## config.mk

```make
export PLATFORM = sky130hd
export DESIGN_NAME = spi_rf_gen2
export DESIGN_NICKNAME = d
export VERILOG_FILES = /design/src/rtl/spi_rf_gen2.sv
export SDC_FILE = /design/constraint.sdc
export NUM_CORES = 1
export LEC_CHECK = 0
export CORE_ASPECT_RATIO = 1.5
export CORE_MARGIN = 8
export CORE_UTILIZATION = 33
export CTS_BUF_LIST = sky130_fd_sc_hd__clkbuf_16
export CTS_CLUSTER_SIZE = 10
export DETAILED_ROUTE_END_ITERATION = 8
export PLACE_DENSITY_LB_ADDON = 0.05
export SLEW_MARGIN = 20
export SYNTH_ARGS = -nofsm -noshare
export SYNTH_HDL_FRONTEND = slang
export SYNTH_SLANG_ARGS = --single-unit
```

## constraint.sdc

```tcl
create_clock -name pclk -period 2.2 [get_ports pclk]
set_clock_uncertainty 0.05 [all_clocks]
set_input_delay 0.33 -clock pclk [delete_from_list [all_inputs] [get_ports pclk]]
set_output_delay 0.33 -clock pclk [all_outputs]
set_load 0.05 [all_outputs]
```

## src/rtl/spi_rf_gen2.sv

```systemverilog
// -----------------------------------------------------------------------------
// spi_rf_gen2 -- APB register file for the SPI controller.
//
// Holds the control, slave-select, interrupt and frame-counter registers and
// turns SPI datapath strobes into latched interrupt sources. Reads are
// combinational from paddr and return 0 outside a decoded read.
//
// Optional feature: define SPI_RF_GEN2_TIMEOUT_EN to build the TOUT register,
// the RX idle-timeout counter and int_raw[5]. Without it 0x2C is unmapped and
// int_raw[5] / INTEN[5] read as 0.
// -----------------------------------------------------------------------------
module spi_rf_gen2 #(
    parameter int APB_DWIDTH = 8,
    parameter int NUM_SSEL   = 8,
    parameter int CNT_W      = 8
) (
    input  logic                  pclk,
    input  logic                  aresetn,
    input  logic                  sresetn,
    // APB slave
    input  logic [6:0]            paddr,
    input  logic                  psel,
    input  logic                  penable,
    input  logic                  pwrite,
    input  logic [APB_DWIDTH-1:0] pwdata,
    output logic [APB_DWIDTH-1:0] prdata,
    output logic                  pslverr,
    output logic                  interrupt,
    // SPI datapath status and strobes
    input  logic                  tx_done,
    input  logic                  rx_done,
    input  logic                  rx_overflow,
    input  logic                  tx_underflow,
    input  logic                  rx_fifo_read,
    input  logic                  rx_fifo_empty,
    input  logic                  tx_fifo_full,
    input  logic                  active,
    // Configuration and control to the datapath
    output logic                  cfg_enable,
    output logic                  cfg_master,
    output logic [NUM_SSEL-1:0]   cfg_ssel,
    output logic                  clr_txfifo,
    output logic                  clr_rxfifo
);

    // -------------------------------------------------------------------------
    // Address map
    // -------------------------------------------------------------------------
    localparam logic [6:0] ADDR_CTRL    = 7'h00;
    localparam logic [6:0] ADDR_INTCLR  = 7'h04;
    localparam logic [6:0] ADDR_INTEN   = 7'h08;
    localparam logic [6:0] ADDR_INTMASK = 7'h10;
    localparam logic [6:0] ADDR_INTRAW  = 7'h14;
    localparam logic [6:0] ADDR_FRMTHR  = 7'h18;
    localparam logic [6:0] ADDR_CMD     = 7'h1C;
    localparam logic [6:0] ADDR_STATUS  = 7'h20;
    localparam logic [6:0] ADDR_SSEL    = 7'h24;
    localparam logic [6:0] ADDR_FRMCNT  = 7'h28;
    localparam logic [6:0] ADDR_TOUT    = 7'h2C;

`ifdef SPI_RF_GEN2_TIMEOUT_EN
    localparam logic [5:0] INT_IMPL = 6'h3F;
`else
    localparam logic [5:0] INT_IMPL = 6'h1F;
`endif

    localparam logic [CNT_W-1:0] CNT_ONE = {{(CNT_W-1){1'b0}}, 1'b1};

    // -------------------------------------------------------------------------
    // Register state
    // -------------------------------------------------------------------------
    logic [1:0]          ctrl_q,    ctrl_d;
    logic [5:0]          inten_q,   inten_d;
    logic [5:0]          int_raw_q, int_raw_d;
    logic [CNT_W-1:0]    frmthr_q,  frmthr_d;
    logic [CNT_W-1:0]    frmcnt_q,  frmcnt_d;
    logic [NUM_SSEL-1:0] ssel_q,    ssel_d;
    logic                clr_rx_q,  clr_rx_d;
    logic                clr_tx_q,  clr_tx_d;

    // Decode
    logic wr_en, rd_en, acc_en;
    logic addr_mapped;
    logic wr_ctrl, wr_intclr, wr_inten, wr_frmthr, wr_cmd, wr_ssel, wr_tout;

    // Event terms
    logic [CNT_W-1:0] frmcnt_inc;
    logic             frm_clr;
    logic             pkt_done;
    logic             tout_set;
    logic [5:0]       int_set;
    logic [5:0]       int_clr;

    logic [APB_DWIDTH-1:0] rdata;

    assign wr_en  = psel & pwrite & penable;
    assign rd_en  = psel & ~pwrite & penable;
    assign acc_en = psel & penable;

    // Decode paddr into a mapped flag and per-register write strobes.
    always_comb begin
        // NOTE: every signal driven here gets a default first, so no path
        // through the case can leave one unassigned and infer a latch.
        addr_mapped = 1'b1;
        wr_ctrl     = 1'b0;
        wr_intclr   = 1'b0;
        wr_inten    = 1'b0;
        wr_frmthr   = 1'b0;
        wr_cmd      = 1'b0;
        wr_ssel     = 1'b0;
        wr_tout     = 1'b0;
        case (paddr)
            ADDR_CTRL:    wr_ctrl   = wr_en;
            ADDR_INTCLR:  wr_intclr = wr_en;
            ADDR_INTEN:   wr_inten  = wr_en;
            ADDR_INTMASK: ;
            ADDR_INTRAW:  ;
            ADDR_FRMTHR:  wr_frmthr = wr_en;
            ADDR_CMD:     wr_cmd    = wr_en;
            ADDR_STATUS:  ;
            ADDR_SSEL:    wr_ssel   = wr_en;
            ADDR_FRMCNT:  ;
`ifdef SPI_RF_GEN2_TIMEOUT_EN
            ADDR_TOUT:    wr_tout   = wr_en;
`endif
            default:      addr_mapped = 1'b0;
        endcase
    end

    // An unmapped address only errors in the access phase; its write strobes
    // are already zero, so the access leaves all state untouched.
    assign pslverr = acc_en & ~addr_mapped;

    // -------------------------------------------------------------------------
    // Optional RX idle timeout
    // -------------------------------------------------------------------------
`ifdef SPI_RF_GEN2_TIMEOUT_EN
    logic [CNT_W-1:0] tout_q,     tout_d;
    logic [CNT_W-1:0] tout_cnt_q, tout_cnt_d;
    logic             tout_clr;
    logic             tout_hold;

    // Idle counter: counts while RX data sits unread, holds once it has fired.
    always_comb begin
        tout_d    = wr_tout ? pwdata[CNT_W-1:0] : tout_q;
        tout_clr  = rx_done | rx_fifo_read | rx_fifo_empty;
        tout_hold = (tout_q != '0) && (tout_cnt_q == tout_q);
        tout_set  = 1'b0;
        if (tout_clr) begin
            tout_cnt_d = '0;
        end else if (tout_hold) begin
            tout_cnt_d = tout_cnt_q;
        end else begin
            tout_cnt_d = tout_cnt_q + CNT_ONE;
            // Fire on the edge the count arrives at TOUT, exactly once.
            tout_set   = (tout_q != '0) && ((tout_cnt_q + CNT_ONE) == tout_q);
        end
    end

    // Timeout register and idle counter state.
    always_ff @(posedge pclk or negedge aresetn) begin
        if (!aresetn) begin
            tout_q     <= '0;
            tout_cnt_q <= '0;
        end else if (!sresetn) begin
            tout_q     <= '0;
            tout_cnt_q <= '0;
        end else begin
            tout_q     <= tout_d;
            tout_cnt_q <= tout_cnt_d;
        end
    end
`else
    assign tout_set = 1'b0;
`endif

    // -------------------------------------------------------------------------
    // Next-state for configuration, interrupts, frame counter and commands
    // -------------------------------------------------------------------------
    assign frmcnt_inc = frmcnt_q + CNT_ONE;
    assign frm_clr    = wr_cmd & pwdata[2];

    // Frame counter: a CMD clear beats rx_done; a threshold hit reloads 0.
    always_comb begin
        frmcnt_d = frmcnt_q;
        pkt_done = 1'b0;
        if (frm_clr) begin
            frmcnt_d = '0;
        end else if (rx_done && ctrl_q[0]) begin
            if ((frmthr_q != '0) && (frmcnt_inc == frmthr_q)) begin
                frmcnt_d = '0;
                pkt_done = 1'b1;
            end else begin
                frmcnt_d = frmcnt_inc;
            end
        end
    end

    // Interrupt latch: hardware sets are OR-ed in after the W1C, so they win.
    always_comb begin
        int_set   = {tout_set, pkt_done, tx_underflow, rx_overflow, rx_done, tx_done};
        int_clr   = wr_intclr ? pwdata[5:0] : 6'h00;
        int_raw_d = ((int_raw_q & ~int_clr) | int_set) & INT_IMPL;
    end

    // Software-writable registers and the one-cycle FIFO clear pulses.
    always_comb begin
        ctrl_d   = wr_ctrl   ? pwdata[1:0]          : ctrl_q;
        inten_d  = wr_inten  ? (pwdata[5:0] & INT_IMPL) : inten_q;
        frmthr_d = wr_frmthr ? pwdata[CNT_W-1:0]    : frmthr_q;
        ssel_d   = wr_ssel   ? pwdata[NUM_SSEL-1:0] : ssel_q;
        clr_rx_d = wr_cmd & pwdata[0];
        clr_tx_d = wr_cmd & pwdata[1];
    end

    // All register-file state; sresetn mirrors aresetn on the next edge.
    always_ff @(posedge pclk or negedge aresetn) begin
        // NOTE: state is updated with non-blocking assignments so every
        // register samples the pre-edge values, independent of statement order.
        if (!aresetn) begin
            ctrl_q    <= '0;
            inten_q   <= '0;
            int_raw_q <= '0;
            frmthr_q  <= '0;
            frmcnt_q  <= '0;
            ssel_q    <= '0;
            clr_rx_q  <= 1'b0;
            clr_tx_q  <= 1'b0;
        end else if (!sresetn) begin
            ctrl_q    <= '0;
            inten_q   <= '0;
            int_raw_q <= '0;
            frmthr_q  <= '0;
            frmcnt_q  <= '0;
            ssel_q    <= '0;
            clr_rx_q  <= 1'b0;
            clr_tx_q  <= 1'b0;
        end else begin
            ctrl_q    <= ctrl_d;
            inten_q   <= inten_d;
            int_raw_q <= int_raw_d;
            frmthr_q  <= frmthr_d;
            frmcnt_q  <= frmcnt_d;
            ssel_q    <= ssel_d;
            clr_rx_q  <= clr_rx_d;
            clr_tx_q  <= clr_tx_d;
        end
    end

    // -------------------------------------------------------------------------
    // Read mux, zero-extended to the bus width
    // -------------------------------------------------------------------------

    // Select the addressed register; write-only and unmapped slots read 0.
    always_comb begin
        rdata = '0;
        case (paddr)
            ADDR_CTRL:    rdata[1:0]          = ctrl_q;
            ADDR_INTEN:   rdata[5:0]          = inten_q;
            ADDR_INTMASK: rdata[5:0]          = int_raw_q & inten_q;
            ADDR_INTRAW:  rdata[5:0]          = int_raw_q;
            ADDR_FRMTHR:  rdata[CNT_W-1:0]    = frmthr_q;
            ADDR_STATUS:  rdata[2:0]          = {active, tx_fifo_full, rx_fifo_empty};
            ADDR_SSEL:    rdata[NUM_SSEL-1:0] = ssel_q;
            ADDR_FRMCNT:  rdata[CNT_W-1:0]    = frmcnt_q;
`ifdef SPI_RF_GEN2_TIMEOUT_EN
            ADDR_TOUT:    rdata[CNT_W-1:0]    = tout_q;
`endif
            default:      rdata = '0;
        endcase
    end

    assign prdata = rd_en ? rdata : '0;

    // -------------------------------------------------------------------------
    // Outputs
    // -------------------------------------------------------------------------
    assign interrupt  = |(int_raw_q & inten_q);
    assign cfg_enable = ctrl_q[0];
    assign cfg_master = ctrl_q[1];
    assign cfg_ssel   = ssel_q;
    assign clr_rxfifo = clr_rx_q;
    assign clr_txfifo = clr_tx_q;

    // Bits of the write bus beyond the widest field, and rx_fifo_read in the
    // build without the timeout, have no destination.
    logic unused_inputs;
    assign unused_inputs = ^{pwdata, rx_fifo_read, wr_tout};

endmodule

```

==> impl_metrics.csv <==
group,metric,value,unit
logic_synthesis,synth_edf_count,0,
critical_path,cp-start-kind,"flip-flop",
timing,fmax,467.6,MHz
cts,numCtsBuffers,5,
cts,clock_path_buffers,2,
final_layout,final_common_cell,"buf_4",
placed_design,placed_cell_area,3611,um2
timing,slew_violations,0,
global_routing,grt_overflow,0,
critical_path,crit_path_max_incr_delay,0.43,ns
logic_synthesis,synthFlopType,"dfrtp_1",
worst_hold_path,hold_path_class,"in -> async",
critical_path,critPathKind,"reg -> reg",
power,power_switching,404.1,uW
final_layout,multi_input_area,1684,um2
final_layout,area_growth_syn_to_layout,62.24,%
logic_synthesis,synth_seq_cells,38,
logic_synthesis,yosysUniqueCellTypes,50,
logic_synthesis,syn_area,2485,um2
timing,finalHoldViolations,10,
floorplan,fp.dieW,86.85,um
floorplan,num_rows,39,
logic_synthesis,synth_nets,315,
critical_path,path_delay_family,"compound AO/OA/AOI/OAI gates",
final_layout,num-fill-cells,709,
logic_synthesis,yosysTopAreaCellShare,0.3827,
final_layout,layout-drive-gt1-share,0.3376,
route,ant_nets,0,
logic_synthesis,synthArstFlopShare,1.000,
timing,max_slew_margin,0.6070,
cts,ctsHtreeMaxLevel,2,
critical_path,arrival,2.31,ns
logic_synthesis,yosysWarningCount,0,
floorplan,ios,51,
power,switching_share,0.2320,
global_routing,grtUsageTotal,0.1838,
global_routing,grt_max_degree,31,
route,finalWirelength,9369,um
logic_synthesis,post_synth.cell_area_avg,8.719,um2
power,internal_power,1337,uW
critical_path,end_kind,"flip-flop",
global_routing,grtUsageMet2,0.3351,
outcome,status,"finished with violations",
route,firstDrtPassIters,4,
critical_path,cp_cell_sequence,"ha_2, and3b_1, or3_1, a31oi_4, a211oi_4, buf_4, a221oi_1, a21o_1",
placed_design,dpl.hpwl,7103,um
timing,layout_min_cycle_time,2.138,ns
global_routing,grt_use_met1,0.2059,
cts,root_buffer,"clkbuf_16",
timing,rsz0062_at_grt,"true",
route,drc,0,
timing,setup_viol,0,
timing,tightest_slew,0.5895,ns
route,drtIter0Drc,107,
power,combPwrFrac,0.127,
final_layout,stdcell_count,493,
critical_path,cp.required,2.37,ns
logic_synthesis,synth_top_area_cell,"dfrtp_1",
cts,hold_buffers,0,
cts,cts_tree,"built",
route,viasPerCell,5.430,
logic_synthesis,syn_inst,285,
outcome,violations,"hold timing",
placed_design,gp_congestion,0.9002,
critical_path,path_max_fanout,5,
global_routing,grt-busiest-layer,"met2",
global_routing,grt_pass1_wl,14850,um
power,p_seq_frac,0.407,
critical_path,cp_slowest_cell,"dfrtp_2",
cts,clock_latency,0.28,ns
power,p_per_area,432.0,nW/um2
floorplan,start_util,0.3328,
cts,cts.clk_slew.worst_paths,0.06,ns
power,p_leak,0.001620,uW
power,p_clk_frac,0.466,
floorplan,dieHeight,122.3,um
critical_path,path_buf_inv,1,
placed_design,dpl.cell_count,473,
timing,finalCritPeriodShare,0.9720,
final_layout,n_antenna_cell,0,
final_layout,final_cell_mix,"64 x buf_4, 41 x nand2_1, 36 x dfrtp_1",
route,vias,2677,
logic_synthesis,synth_area_leaders,"dfrtp_1 38%, nand2_1 6.5%, a21boi_0 6.3%",
flow_run,maxCapViolations,0,
final_layout,design_area,4031,um2
placed_design,io_buffers,49,
global_routing,grtUsageMet3,0.02949,
global_routing,grt_pass1_vias,2772,
floorplan,die_area,10620,um2
final_layout,seqCellArea,953.4,um2
final_layout,nets,421,
timing,timing.hold.ws,-0.006155,ns
route,wl_per_cell,19.00,um
global_routing,antenna_found_initial,0,
logic_synthesis,synth_seq_area_share,0.3827,
floorplan,core-area,7466,um2
cts,clkSinkCount,38,
power,peakVddDrop,294.9,uV
-- cells in the mapped netlist (3+ instances only) --
cell	n
a21boi_0	21
a21o_1	6
a21oi_1	10
a221oi_1	7
a222oi_1	6
a31oi_1	6
and2_1	4
and3_1	8
buf_2	5
clkbuf_1	10
dfrtp_1	38
mux2i_1	7
nand2_1	43
nand2b_1	4
nand3_1	28
nor2_1	13
nor2b_1	8
nor3_1	3
nor4_1	4
o21ai_0	9
or3_1	4
xnor2_1	5
-- final timing paths --
path,start,endpoint,slack [ns],cells after the start
setup / recovery,frmcnt_q[0],frmcnt_q[5],0.06,8
hold / removal,aresetn,ctrl_q[1],-0.006,1
setup reg to reg,frmcnt_q[0],frmcnt_q[5],0.06,8
hold reg to reg,inten_q[1],inten_q[1],0.51,2
max in group asynchronous,aresetn,int_raw_q[2],1.55,2
min in group pclk,inten_q[1],inten_q[1],0.51,2
-- worst reg2reg max path: stages, from the launching register on --
cell	delay, ns
dfrtp_2	0.43
ha_2	0.23
and3b_1	0.16
or3_1	0.35
a31oi_4	0.20
a211oi_4	0.07
buf_4	0.17
a221oi_1	0.30
a21o_1	0.12
-- metrics by stage --
| step | TNS, ns | util | total power (uW) | worst slack (ns) |
|---|---|---|---|---|
| finish | 0 | 0.5400 | 1742 | 0.06154 |
| detailed placement | -6.815 | 0.4837 | 916.4 | -0.4487 |
| CTS | -0.01537 | 0.5247 | 1750 | -0.008964 |
| global placement | -7.934 | 0.4837 | 917.2 | -0.4899 |
| global route | -0.03359 | 0.5400 | 1801 | -0.01656 |
| floorplan | -0.1093 | - | 785.2 | -0.05707 |
-- power by group through the flow --
stage | Clock, uW | Combinational (uW) | Sequential [uW]
after floorplan | 0 | 64.4 | 721
after global placement | 0 | 195 | 722
after detailed placement | 0 | 194 | 722
after CTS | 834 | 207 | 709
after global routing | 853 | 238 | 710
final | 811 | 221 | 710
-- cell type report --
cell class,instances,area share
Sequential cell,38,0.2365
Multi-Input combinational cell,228,0.4178
Tap cell,102,0.03166
Clock buffer,5,0.03104
Timing Repair Buffer,118,0.2747
Clock inverter,2,0.008380
-- state kept, by name, summed over array words and instances (netlist names) --
signal,flops
frmthr_q,8
clr_rxfifo,1
frmcnt_q,8
ctrl_q,2
int_raw_q,5
inten_q,5
cfg_ssel,8
clr_txfifo,1
-- metal layers --
metal,vias up,wire length [um],share of wire
met5,-,0,0
met2,47,5183,0.55
li1,1272,-,-
met4,0,231,0.025
met1,1343,3634,0.39
met3,15,319,0.034
-- timing repair --
item                       CTS  global route
setup buffers               11             6
pin swaps                    9            16
gates resized for setup     36            39
gates cloned                 0             0
setup endpoints to repair   12            15
-- logic make-up (layout without fill, tap and decap cells) --
kind of cell / count (synthesis) / in the layout / synth area share
AND/OR/NAND/NOR: 135 / 135 / 0.2875
flip-flops: 38 / 38 / 0.3827
buffers and inverters: 19 / 125 / 0.03776
adder cells (fa/ha/maj): 1 / 1 / 0.005034
XOR/XNOR: 7 / 7 / 0.02770
AO/OA/AOI/OAI: 77 / 77 / 0.2266
multiplexers: 8 / 8 / 0.03273
No activity file was read; power rests on OpenSTA's default activity.
